==> src/rtl/verdict_recorder.sv <==
// Capture stage for RTLola monitor verdicts: timestamps active output cycles into a FWFT FIFO.
// Optional duplicate suppression is enabled by defining VERDICT_RECORDER_DEDUP_EN.
module verdict_recorder #(
    parameter int NUM_OUT = 3,
    parameter int DATA_W  = 64,
    parameter int TS_W    = 32,
    parameter int DEPTH   = 16
) (
    input  logic                      clk,
    input  logic                      rst,
    input  logic                      en,
    input  logic [NUM_OUT*DATA_W-1:0] out_data,
    input  logic [NUM_OUT-1:0]        out_aktv,
    output logic                      rec_valid,
    input  logic                      rec_ready,
    output logic [TS_W-1:0]           rec_ts,
    output logic [NUM_OUT-1:0]        rec_aktv,
    output logic [NUM_OUT*DATA_W-1:0] rec_data,
    output logic [$clog2(DEPTH):0]    fifo_level,
    output logic [15:0]               drop_cnt,
    output logic                      overflow
);

    localparam int AW    = $clog2(DEPTH);
    localparam int REC_W = TS_W + NUM_OUT + NUM_OUT * DATA_W;

    logic [REC_W-1:0] mem [DEPTH];
    logic [AW:0]      wr_ptr;
    logic [AW:0]      rd_ptr;
    logic [AW:0]      level;
    logic [TS_W-1:0]  ts;

    logic capture;
    logic dup;
    logic full;
    logic pop;
    logic push;
    logic drop;

`ifdef VERDICT_RECORDER_DEDUP_EN
    logic                      last_valid;
    logic [NUM_OUT-1:0]        last_aktv;
    logic [NUM_OUT*DATA_W-1:0] last_data;

    assign dup = last_valid && (out_aktv == last_aktv) && (out_data == last_data);

    // Only accepted records become the comparison reference; drops leave it untouched.
    always_ff @(posedge clk or negedge rst) begin
        if (!rst) begin
            last_valid <= 1'b0;
            last_aktv  <= '0;
            last_data  <= '0;
        end else if (push) begin
            last_valid <= 1'b1;
            last_aktv  <= out_aktv;
            last_data  <= out_data;
        end
    end
`else
    assign dup = 1'b0;
`endif

    assign capture   = en && (|out_aktv) && !dup;
    assign rec_valid = (wr_ptr != rd_ptr);
    assign full      = (wr_ptr[AW] != rd_ptr[AW]) && (wr_ptr[AW-1:0] == rd_ptr[AW-1:0]);
    assign pop       = rec_valid && rec_ready;
    // A pop on the same edge frees the head slot, so a full FIFO can still accept.
    assign push      = capture && (!full || pop);
    assign drop      = capture && full && !pop;

    // NOTE: storage has no reset; validity is carried entirely by the pointers.
    always_ff @(posedge clk) begin
        if (push) mem[wr_ptr[AW-1:0]] <= {ts, out_aktv, out_data};
    end

    assign {rec_ts, rec_aktv, rec_data} = mem[rd_ptr[AW-1:0]];
    assign fifo_level = level;

    // NOTE: sequential state uses non-blocking assignments so all registers see pre-edge values.
    always_ff @(posedge clk or negedge rst) begin
        if (!rst) begin
            wr_ptr   <= '0;
            rd_ptr   <= '0;
            level    <= '0;
            ts       <= '0;
            drop_cnt <= '0;
            overflow <= 1'b0;
        end else begin
            if (en)   ts     <= ts + 1'b1;
            if (push) wr_ptr <= wr_ptr + 1'b1;
            if (pop)  rd_ptr <= rd_ptr + 1'b1;
            case ({push, pop})
                2'b10:   level <= level + 1'b1;
                2'b01:   level <= level - 1'b1;
                default: level <= level;
            endcase
            if (drop) begin
                overflow <= 1'b1;
                if (drop_cnt != 16'hFFFF) drop_cnt <= drop_cnt + 16'd1;
            end
        end
    end

endmodule

==> config.mk <==
export PLATFORM = sky130hd
export DESIGN_NAME = verdict_recorder
export DESIGN_NICKNAME = d
export VERILOG_FILES = /design/src/rtl/verdict_recorder.sv
export SDC_FILE = /design/constraint.sdc
export NUM_CORES = 2
export LEC_CHECK = 0
export ABC_AREA = 1
export CAP_MARGIN = 10
export CORE_MARGIN = 2
export CORE_UTILIZATION = 44
export CTS_CLUSTER_DIAMETER = 50
export DETAILED_ROUTE_END_ITERATION = 10
export GPL_ROUTABILITY_DRIVEN = 0
export SLEW_MARGIN = 10
export SYNTH_ARGS = -nofsm -noshare
export SYNTH_HDL_FRONTEND = slang
export SYNTH_SLANG_ARGS = --single-unit
==> constraint.sdc <==
create_clock -name clk -period 16.4 [get_ports clk]
set_clock_uncertainty 0.1 [all_clocks]
set_input_delay 2.46 -clock clk [delete_from_list [all_inputs] [get_ports clk]]
set_output_delay 2.46 -clock clk [all_outputs]
set_load 0.01 [all_outputs]
==> flow_summary.toml <==
[synth]
synthArstFlopShare = 0.0173
synth_ff_type = "edfxtp_1"
syn_nets = 10400
yosys_warnings = 0
netlist.area_leader.share = 0.767
ys_seq_area_frac = 0.779
synth_area_leaders = "edfxtp_1 77%, o21ai_0 6.4%, nor2_1 4.9%"
synth_top_cell_by_area = "edfxtp_1"
ys_types = 34
syn_inst = 10200
synth_edf_count = 3632
syn_avg_cell_area_um2 = 13.9
syn_area_um2 = 142000
synth.ff_latch_count = 3696

[flow_run]
max_cap_viol_count = 0

[timing]
setup_viol_count_final = 0
worst_pin_slew_ps = 1340
fin_crit_sh = 0.603
max_slew_margin = 0.107
period_needed_ps = 9900
hold_viol = 0
tns_ps = 0
max_clock_freq_mhz = 101
rsz0062_at_grt = "false"
slew_viol_final = 0
fin_ws_ps = 6500

[clock_tree]
cts_buffer_depth = 4
insertion_delay_ps = 940
cts_tree = "done"
cts_max_level = 5
clock-sinks = 3696
cts_hold_buf = 0
postCtsSetupBuffers = 0
clkTransAtPathRegs_ps = 60
cts_made_buffers = 411
ctsResizeCount = 0
cts-root-buf = "clkbuf_16"

[setup_path]
crit_path_top_delay_cell = "buf_4"
crit_path_start_kind = "flop"
endpoint_kind = "output port"
cp.arrival_ps = 7340
r2r_end = "mem[14][61]$_DFFE_PP_"
setup.reg_to_reg.worst_slack_ps = 9550
cp_max_fo = 102
crit_start = "rd_ptr[0]$_DFFE_PN0P_"
critical_path_class = "flop to output port"
worstReg2RegStart = "rd_ptr[1]$_DFFE_PN0P_"
reg2reg_depth = 13
cp_common_cell = "buf_4"
worstPathCellList = "buf_4, buf_4, buf_4, buf_4, buf_4, o21ai_0, o221ai_1, o211ai_1, nand3_1, clkdlybuf4s50_1"
required_ps = 13840
critPathMaxStageDelay_ps = 970
endpoint = "rec_data[93]"

[detailed_routing]
first_pass_iters = 6
routed_via_density = 5.90
drtAntennaViolNets = 0
routed_wl_um = 393000
via_count = 89500
drc = 0
wl_per_cell_um = 25.9
drtIter0Drc = 10100

[grt]
antenna_found_initial = 66
overflow = 0
track_usage = 0.235
grt_pass1_vias = 87800
grt_pass1_wl_um = 576000
grt_max_degree = 238

[floorplan]
io_pins = 449
coreArea_um2 = 321000
rows = 208
start_util = 0.443
fp.dieW_um = 572
die_area_um2 = 328000
die_h_um = 572

[power]
p_switching_mw = 11.1
leakage_nw = 51.7
p_seq_frac = 0.375
p_comb_frac = 0.328
p_per_area_nw_per_um2 = 187
clockPowerShare = 0.297
ir_drop_uv = 212
intPower_mw = 19.7
swShare = 0.361

[finish]
nets = 10700
area_growth_pct = 15.6
layout_commonest_cell = "edfxtp_1"
drive_gt1_frac = 0.0731
final_cell_mix = "3,632 x edfxtp_1, 1,846 x nor2_1, 1,821 x o21ai_0"

[placed_design]
port_buffers = 448
dp_hpwl_um = 183000
post-place-ws_ps = 7300

[worst_hold_path]
holdPathStages = 1
hold_path.class = "flop to flop"

[outcome]
status = "finished, final reports clean"
==> power by group through the flow <==
stage | clock (mW) | combinational (mW) | sequential, mW
2_1_floorplan | 0 | 5.67 | 11.9
3_3_place_gp | 0 | 9.91 | 11.7
3_5_place_dp | 0 | 10.0 | 11.7
4_1_cts | 9.26 | 10.1 | 11.5
5_1_grt | 9.65 | 10.9 | 11.6
6_report | 9.13 | 10.1 | 11.5
==> cell type report <==
cell class,count,area (um^2)
antenna,38,95.1
clock buffer,481,10600
tap,4305,5390
multi-input combinational,5731,28400
inverter,55,244
sequential,3696,111000
fill,26600,157000
clock inverter,284,2940
timing repair buffer,581,5880
==> registers in the layout (all words and copies together) (netlist names) <==
signal      cells
mem          3632
rd_ptr          5
overflow        1
drop_cnt       16
ts             32
wr_ptr          5
fifo_level      5
==> cell families (layout without fill, tap and decap cells) <==
| logic type | after synthesis | count (layout) | synth area share |
|---|---|---|---|
| AO/OA/AOI/OAI | 2828 | 2828 | 0.116 |
| flip-flops | 3696 | 3696 | 0.779 |
| adder cells (fa/ha/maj) | 9 | 9 | 0.000792 |
| AND/OR/NAND/NOR | 2838 | 2838 | 0.0794 |
| other | 0 | 38 | 0 |
| XOR/XNOR | 56 | 56 | 0.00345 |
| buffers and inverters | 785 | 1401 | 0.0221 |
==> layer usage <==
| layer | global-route usage | routed length (um) | up-vias | share of wire |
|---|---|---|---|---|
| met5 | 0 | 261 | - | 0.00066 |
| met4 | 0.0589 | 8630 | 42 | 0.022 |
| met3 | 0.0429 | 32900 | 602 | 0.084 |
| met2 | 0.376 | 183000 | 3586 | 0.47 |
| met1 | 0.332 | 168000 | 46000 | 0.43 |
| li1 | - | - | 39300 | - |
==> how the worst min path moves through the flow <==
stage,startpoint,to,slack (ps)
after floorplan,wr_ptr[4]$_DFFE_PN0P_,wr_ptr[4]$_DFFE_PN0P_,360
after global placement,overflow$_DFFE_PN0P_,overflow$_DFFE_PN0P_,360
after detailed placement,overflow$_DFFE_PN0P_,overflow$_DFFE_PN0P_,360
after CTS,overflow$_DFFE_PN0P_,overflow$_DFFE_PN0P_,370
after global routing,overflow$_DFFE_PN0P_,overflow$_DFFE_PN0P_,390
final,overflow$_DFFE_PN0P_,overflow$_DFFE_PN0P_,370
==> stage by stage <==
| step | instances | cell area, um^2 | total power [mW] | utilization | hold WS (ps) |
|---|---|---|---|---|---|
| after floorplan | 10200 | 142000 | 17.6 | - | 362 |
| after global placement | 14400 | 151000 | 21.6 | 0.469 | 357 |
| after detailed placement | 14400 | 151000 | 21.8 | 0.469 | 357 |
| after CTS | 15100 | 164000 | 30.9 | 0.511 | 373 |
| after global routing | 15100 | 164000 | 32.2 | 0.511 | 394 |
| final | 15200 | 164000 | 30.8 | 0.512 | 370 |
==> critical path, delay by kind of cell (launching register included) <==
kind / cells / cell delay [ps]
flops: 1 / 520
simple gates: 1 / 140
compound gates: 3 / 580
buf+inv: 6 / 4970
==> cell usage after synthesis, drive strengths merged, types with 2 or more instances <==
cell type / count
edfxtp: 3632
nor2: 1869
o21ai: 1823
clkbuf: 551
o22ai: 550
nand2: 546
nand3: 387
o221ai: 358
buf: 179
o211ai: 96
dfrtp: 64
inv: 55
xor2: 40
nor3: 16
xnor2: 16
ha: 9
nand4: 9
nor4: 7
nand3b: 2
Power figures use the tool's default switching activity.
